**src/rtl/rr_mux_pkg.sv**
```systemverilog
// Shared types and helpers for the round-robin registered channel mux.
package rr_mux_pkg;

  typedef enum logic {
    EMPTY  = 1'b0,
    LOADED = 1'b1
  } state_e;

  localparam logic MODE_RR  = 1'b0;
  localparam logic MODE_FIX = 1'b1;

  // Width needed to index n items, never less than one bit.
  function automatic int unsigned clog2_min1(input int unsigned n);
    int unsigned w;
    w = 0;
    for (int unsigned i = 0; i < 31; i++) begin
      if ((32'd1 << i) < n) w = i + 1;
    end
    return (w == 0) ? 1 : w;
  endfunction

endpackage

```
**src/rtl/rr_grant.sv**
```systemverilog
// Combinational grant selection: rotating priority from rr_ptr, or a fixed channel index.
module rr_grant
  import rr_mux_pkg::*;
#(
  parameter int unsigned NUM_CH = 4,
  localparam int unsigned SEL_W = clog2_min1(NUM_CH)
) (
  input  logic [NUM_CH-1:0] in_valid,
  input  logic [SEL_W-1:0]  rr_ptr,
  input  logic              mode,
  input  logic [SEL_W-1:0]  fix_sel,
  output logic              grant_valid,
  output logic [SEL_W-1:0]  grant_idx
);

  localparam int unsigned PadW = 1 << SEL_W;

  // Unused index codes of a non-power-of-2 channel count read as not valid.
  logic [PadW-1:0]  valid_pad;
  logic [SEL_W:0]   pos;
  logic             rr_valid;
  logic [SEL_W-1:0] rr_idx;
  logic             fix_valid;

  assign valid_pad = PadW'(in_valid);

  // Scan from the far end back so the nearest valid channel after rr_ptr wins.
  always_comb begin
    rr_valid = 1'b0;
    rr_idx   = '0;
    pos      = '0;
    for (int i = NUM_CH - 1; i >= 0; i--) begin
      pos = {1'b0, rr_ptr} + (SEL_W + 1)'(i);
      if (pos >= (SEL_W + 1)'(NUM_CH)) pos = pos - (SEL_W + 1)'(NUM_CH);
      if (valid_pad[pos[SEL_W-1:0]]) begin
        rr_valid = 1'b1;
        rr_idx   = pos[SEL_W-1:0];
      end
    end
  end

  assign fix_valid = ({1'b0, fix_sel} < (SEL_W + 1)'(NUM_CH)) && valid_pad[fix_sel];

  assign grant_valid = (mode == MODE_FIX) ? fix_valid : rr_valid;
  assign grant_idx   = (mode == MODE_FIX) ? fix_sel : rr_idx;

endmodule

```
**src/rtl/rr_mux_arb.sv**
```systemverilog
// Registered N:1 valid/ready channel mux with round-robin or fixed selection.
// Define RRMUX_PARITY_EN to add a registered even-parity output out_par.
module rr_mux_arb
  import rr_mux_pkg::*;
#(
  parameter int unsigned NUM_CH = 4,
  parameter int unsigned WIDTH  = 8,
  localparam int unsigned SEL_W = clog2_min1(NUM_CH)
) (
  input  logic                    clk,
  input  logic                    rst_n,
  input  logic [NUM_CH*WIDTH-1:0] in_data,
  input  logic [NUM_CH-1:0]       in_valid,
  output logic [NUM_CH-1:0]       in_ready,
  input  logic                    mode,
  input  logic [SEL_W-1:0]        fix_sel,
  output logic [WIDTH-1:0]        out_data,
  output logic [SEL_W-1:0]        out_sel,
  output logic                    out_valid,
`ifdef RRMUX_PARITY_EN
  output logic                    out_par,
`endif
  input  logic                    out_ready
);

  state_e           state_q, state_d;
  logic [SEL_W-1:0] rr_ptr_q, rr_ptr_d;
  logic [WIDTH-1:0] data_q;
  logic [SEL_W-1:0] sel_q;
  logic             grant_valid;
  logic [SEL_W-1:0] grant_idx;
  logic             load_ok;
  logic             xfer;
  logic [WIDTH-1:0] sel_data;

  rr_grant #(
    .NUM_CH (NUM_CH)
  ) u_grant (
    .in_valid    (in_valid),
    .rr_ptr      (rr_ptr_q),
    .mode        (mode),
    .fix_sel     (fix_sel),
    .grant_valid (grant_valid),
    .grant_idx   (grant_idx)
  );

  // rst_n gates the handshake so no producer sees ready while reset is held.
  assign load_ok = rst_n && ((state_q == EMPTY) || out_ready);
  assign xfer    = load_ok && grant_valid;

  always_comb begin
    in_ready = '0;
    for (int k = 0; k < NUM_CH; k++) begin
      in_ready[k] = xfer && (grant_idx == SEL_W'(k));
    end
  end

  always_comb begin
    sel_data = '0;
    for (int k = 0; k < NUM_CH; k++) begin
      if (grant_idx == SEL_W'(k)) sel_data = in_data[k*WIDTH +: WIDTH];
    end
  end

  always_comb begin
    state_d  = state_q;
    rr_ptr_d = rr_ptr_q;
    case (state_q)
      EMPTY:  if (xfer) state_d = LOADED;
      LOADED: begin
        if (xfer) state_d = LOADED;
        else if (out_ready) state_d = EMPTY;
      end
    endcase
    if (xfer && (mode == MODE_RR)) begin
      rr_ptr_d = (grant_idx == SEL_W'(NUM_CH - 1)) ? '0 : grant_idx + SEL_W'(1);
    end
  end

  always_ff @(posedge clk or negedge rst_n) begin
    if (!rst_n) begin
      state_q  <= EMPTY;
      rr_ptr_q <= '0;
    end else begin
      state_q  <= state_d;
      rr_ptr_q <= rr_ptr_d;
    end
  end

  always_ff @(posedge clk or negedge rst_n) begin
    if (!rst_n) begin
      data_q <= '0;
      sel_q  <= '0;
    end else if (xfer) begin
      data_q <= sel_data;
      sel_q  <= grant_idx;
    end
  end

`ifdef RRMUX_PARITY_EN
  logic par_q;

  always_ff @(posedge clk or negedge rst_n) begin
    if (!rst_n) begin
      par_q <= 1'b0;
    end else if (xfer) begin
      par_q <= ^sel_data;
    end
  end

  assign out_par = par_q;
`endif

  assign out_data  = data_q;
  assign out_sel   = sel_q;
  assign out_valid = (state_q == LOADED);

endmodule
```
**config.mk**
```make
export PLATFORM = sky130hd
export DESIGN_NAME = rr_mux_arb
export DESIGN_NICKNAME = d
export VERILOG_FILES = /design/src/rtl/rr_mux_pkg.sv /design/src/rtl/rr_grant.sv /design/src/rtl/rr_mux_arb.sv
export SDC_FILE = /design/constraint.sdc
export NUM_CORES = 1
export LEC_CHECK = 0
export CAP_MARGIN = 25
export CELL_PAD_IN_SITES_DETAIL_PLACEMENT = 1
export CELL_PAD_IN_SITES_GLOBAL_PLACEMENT = 1
export CORE_ASPECT_RATIO = 0.5
export CORE_MARGIN = 2
export CORE_UTILIZATION = 31
export CTS_BUF_LIST = sky130_fd_sc_hd__clkbuf_4
export CTS_CLUSTER_DIAMETER = 150
export DETAILED_ROUTE_END_ITERATION = 12
export PLACE_DENSITY_LB_ADDON = 0.1
export SLEW_MARGIN = 30
export SYNTH_ARGS = -nofsm -noshare
export SYNTH_HDL_FRONTEND = slang
export SYNTH_SLANG_ARGS = --single-unit
```
**constraint.sdc**
```tcl
create_clock -name clk -period 5.1 [get_ports clk]
set_input_delay 1.02 -clock clk [delete_from_list [all_inputs] [get_ports clk]]
set_output_delay 1.02 -clock clk [all_outputs]
set_load 0.01 [all_outputs]
```
== Word-level counts from Yosys, hierarchy flattened ==
Cells that the tools add are included.

* Add/sub/neg operators: 8
* Multipliers: 0
* Div/mod/pow operators: 0
* Magnitude comparators: 9
* Equality and inequality tests: 3
* Shift operators: 0
* Mux-type cells: 33
* Bitwise logic cells: 2
* Reductions and logical operators: 9

{| class="wikitable"
|+ Operators with widths
! operator !! number
|-
| 8-bit 2-to-1 mux || 4
|-
| 2-bit 2-to-1 mux || 10
|-
| 2-bit by 3-bit < comparator with 1-bit output (second input constant) || 5
|-
| 1-bit 2-to-1 mux || 13
|-
| 1-bit binary-select mux with 2-bit select || 5
|-
| 3-bit greater-or-equal comparator (second input constant) || 3
|-
| 2-bit by 1-bit subtractor with 2-bit output (second input constant) || 4
|-
| 1-bit logical AND || 7
|-
| 2-bit by 2-bit adder with 3-bit output (second input constant) || 2
|-
| 2-bit equality test (second input constant) || 2
|-
| 2-bit by 1-bit adder with 3-bit output (second input constant) || 1
|-
| 2-bit by 3-bit greater-or-equal comparator with 1-bit output (second input constant) || 1
|-
| 2-bit by 1-bit adder with 2-bit output (second input constant) || 1
|-
| 2-bit by 1-bit equality test with 1-bit output (second input constant) || 1
|-
| 2-bit zero test || 1
|-
| 1-bit inverter || 2
|-
| 1-bit one-hot mux with 2 select lines || 1
|-
| 1-bit logical OR || 1
|}

* Bits in registers: 13
* Bits in latches: 0
* Memory bits (writable): 0
* ROM bits: 0
* Input port bits: 42
* Output and inout bits: 15
* Memories kept: 0

== Longest topological paths before layout ==
* Word-level depth: 15
* Mapped depth: 10
* Depth with buffers taken out: 9

== Cells and area by module ==
From an unflattened synthesis, not the netlist that was laid out.

* Cell total of the unflattened synthesis: 119
* Area total of the unflattened synthesis: 1146.1 µm²

{| class="wikitable"
|+ By module, submodules not included
! module !! times used !! cells an instance !! area an instance (µm²) !! sequential area each (µm²)
|-
| rr_mux_arb || 1 || 99 || 1001.0 || 325.3
|-
| rr_grant || 1 || 20 || 145.1 || 0.0
|}

== Least setup slack after synthesis ==
Ideal clock, no wire load.

* Path type: input -> output
* Start: input in_valid[1]
* End: output in_ready[2]
* Arrival: 2.715 ns
* Required time: 4.080 ns
* Setup slack: 1.365 ns
* Stages: 7
* Buffers on the path: 1
* Cell sequence: a21boi_0 > o221a_2 > a2111oi_1 > or2_1 > ha_1 > clkbuf_1 > and2_1

* Cells in the longest elaborated chain, start to end: 9
* Elaborated cells between the ends (all ways): 23
* Classes of those cells: 1 x eq/ne; 20 x mux; 2 x reduce/logical

{| class="wikitable"
|+ Ends and longest elaborated chain
! what !! line !! RTL
|-
| start, declared || rr_mux_arb.sv:13 || <nowiki>input logic [NUM_CH-1:0] in_valid,</nowiki>
|-
| 1-bit binary-select mux with 2-bit select || rr_grant.sv:35 || <nowiki>if (valid_pad[pos[SEL_W-1:0]]) begin</nowiki>
|-
| 1-bit 2-to-1 mux (implied by the code) || rr_grant.sv:35 ||
|-
| 2-bit 2-to-1 mux / 1-bit 2-to-1 mux (equally long branches) (4 in series) || rr_grant.sv:35 ||
|-
| 2-bit 2-to-1 mux / 1-bit 2-to-1 mux (equally long branches) || rr_grant.sv:45, rr_grant.sv:44 ||
|-
| 2-bit equality test / 1-bit logical AND (equally long branches) || rr_mux_arb.sv:54, rr_mux_arb.sv:49 ||
|-
| 1-bit logical AND (*) || rr_mux_arb.sv:54 || <nowiki>in_ready[k] = xfer && (grant_idx == SEL_W'(k));</nowiki>
|-
| end, declared || rr_mux_arb.sv:14 || <nowiki>output logic [NUM_CH-1:0] in_ready,</nowiki>
|}

Mark *: on every way between the ends. The rest lies on a longest branch, timed or not. The select of a mux whose other input is x is not followed.

== Worst setup path after layout ==
* Start: input in_valid[0]
* End: output in_ready[2]

The elaborated chain is that of the path after synthesis.

==> impl_results.md <==
- Antenna Nets Post-Route: 0
- Clock slew at reported path FFs: ~0.080 ns
- Clk sink count: 13
- Post-synth top area share: 0.315
- DRC: 0
- Hold path depth: 1
- LEAKAGE: 0.674 nW
- Clk buf depth: 2
- Core area: around 3000 µm²
- CP required: 4.08 ns
- CP endpoint kind: output port
- 1st-pass router iterations: 4
- DR vias/cell: about 5
- Synth Area per Inst: roughly 9.7 µm²
- H-tree depth: 1
- EDFF count, synth: 0
- Seq/Total Area, Yosys: 0.315
- Setup_tns: 0 ns
- Setup bufs post-CTS: 0
- Post-Syn Instances: around 110
- Chip width: 85.6 µm
- Multi-input logic area: between 600 and 700 µm²
- Synth area leader: dfrtp_1
- Starting Density: 0.335
- Vias in the first global route: approximately 1100
- Worst Path Class, Setup: input port to output port
- Worst-Margin Slew: a little over 0.7 ns
- Highest Clock Rate: between 200 and 250 MHz
- Detailed-route wire length per cell: about 16 µm
- Synth cell types: 31
- Num CTS Buffers: 3
- Min-Delay Path Class: flop to flop
- Fraction of registers with async set/reset: 1.00
- Mapped Nets: about 150
- Setup Viol. Count Final: 0
- Worst Path Arrival: between 3 and 4 ns
- Reg2reg path depth: 10
- Yosys warnings: 0
- DP Wirelength: 2580 µm
- Slew HR: 0.515
- GR Overflow Total: 0
- Die height: between 40 and 50 µm
- Top_reg_cell synth: dfrtp_1
- Layout cells sized above 1: 0.145
- Final period util: 0.909
- Post-cts hold buffer count: 0
- GPL Wtd Cong: between 0.7 and 0.8
- CTS tree: built
- Metal-1 WL: roughly 1500 µm
- Max-Cap Viols: 0
- CTS root buf: clkbuf_4
- Fill cells: approximately 350
- Initial antenna violation count: 0
- Die Area: ~3800 µm²
- Final wirelength: roughly 3200 µm
- Sequential Area: approximately 330 µm²
- Gr usage total: 0.176
- RSZ-0062 raised after global routing: no
- Met2 WL: 1480 µm
- Diode count: 0
- Min cycle time layout: 4.64 ns
- Max-slew violations: 0
- # port buffers: 56
- First-pass GRT wire length: approximately 5200 µm
- Number of I/O pins: 57
- Vias: between 1000 and 1500
- CTS resizes: 0
- Net count reported at finish: between 200 and 250
- Clock Latency Late Sink: roughly 0.29 ns
- Met3 routed WL: a little over 200 µm
- Area grow syn2layout: 62.2%
- Final Util: 0.543
- Hold Violations, Final: 0
- Status: complete, no violations
- Peak supply drop: between 100 and 150 µV
- Synth Register Bits: 13
- Largest cells by area after synthesis: dfrtp_1 (32%), mux2_4 (8.7%), a221oi_1 (5.9%)
- Cell area after synthesis: 1030 µm²
- R2r setup slk: around 1.9 ns
- CP Max Fanout: 7
- Pin count of the biggest net entering global routing: 17
- # rows: 14
- Initial DRC Count: 27
- Clock Skews: between 0.0015 and 0.002 ns
- CP Launch Type: input port
- Highest routed layer: met4
- Power Density: 319 nW/µm²
[cells in the final DEF (no fill, tap or decap), drive strengths merged, types with 3 or more instances in the layout]
cell type / n
nand2: 11
clkdlybuf4s50: 56
and2: 4
a21oi: 5
nor2: 3
o21ai: 4
o31ai: 8
a221oi: 7
nor2b: 9
clkbuf: 3
dfrtp: 13
nand2b: 4
inv: 4
buf: 4
mux2: 11
ha: 4
[through the flow]
stage	cell area, µm²	cells	total power [mW]	hold WS (ns)	setup WS [ns]
floorplan	1030	106	0.322	0.543	1.36
global placement	1650	201	0.466	0.491	0.479
detailed placement	1650	201	0.473	0.494	0.434
CTS	1670	205	0.543	0.517	0.429
global route	1670	205	0.575	0.524	0.233
finish	1670	205	0.535	0.510	0.463
[power by group]
part	internal [mW]	total (mW)	switching (mW)
clock network	0.0292	0.0662	0.0370
registers	0.143	0.169	0.0256
logic	0.179	0.300	0.121
total	0.352	0.535	0.183
[cells by family after synthesis]
| logic type | Yosys count | synth area share |
|---|---|---|
| AOI/OAI and AO/OA | 35 | 0.272 |
| adders and majority gates | 4 | 0.0485 |
| buffers and inverters | 9 | 0.0400 |
| DFF | 13 | 0.315 |
| muxes | 11 | 0.142 |
| and+or+nand+nor | 34 | 0.183 |
[flip-flops by register name, indices dropped and copies added, names as in the netlist]
signal	cells
out_sel	2
rr_ptr_q	2
out_valid	1
out_data	8
[cell type report]
class | count | area share
Clock buffer | 3 | 0.0135
Sequential cell | 13 | 0.194
Tap cell | 40 | 0.0299
Timing Repair Buffer | 60 | 0.353
Multi-Input combinational cell | 84 | 0.398
Inverter | 4 | 0.00897
Clock inverter | 1 | 0.00299
[cells in the mapped netlist (all sizes together) (3+ instances only)]
cell type / instances
nor2: 3
o31ai: 8
ha: 4
nor2b: 9
nand2b: 4
a221oi: 7
dfrtp: 13
inv: 4
nand2: 11
mux2: 11
clkbuf: 3
a21oi: 5
and2: 4
o21ai: 4
[worst paths after layout]
check | from | to
max reg2reg | rr_ptr_q[1]$_DFFE_PN0P_ | out_data[2]$_DFFE_PN0P_
min reg2reg | out_data[6]$_DFFE_PN0P_ | out_data[6]$_DFFE_PN0P_
max | in_valid[0] | in_ready[2]
min in group asynchronous | rst_n | out_sel[1]$_DFFE_PN0P_
max in group asynchronous | rst_n | out_data[5]$_DFFE_PN0P_
min | out_data[6]$_DFFE_PN0P_ | out_data[6]$_DFFE_PN0P_
[worst max-delay path: stages]
cell and delay (ns):
clkdlybuf4s50_1 0.60, a21boi_0 0.12, o221a_2 0.29, a2111oi_1 0.51, or2_1 0.21, ha_1 0.17, and2_1 0.12, clkdlybuf4s50_1 0.57
[routing by layer]
layer	global-route usage	up-vias
li1	-	513
met1	0.225	488
met2	0.308	44
met3	0.0420	2
met4	0.0444	0
met5	0	-
(Power assumes the default switching activity.)
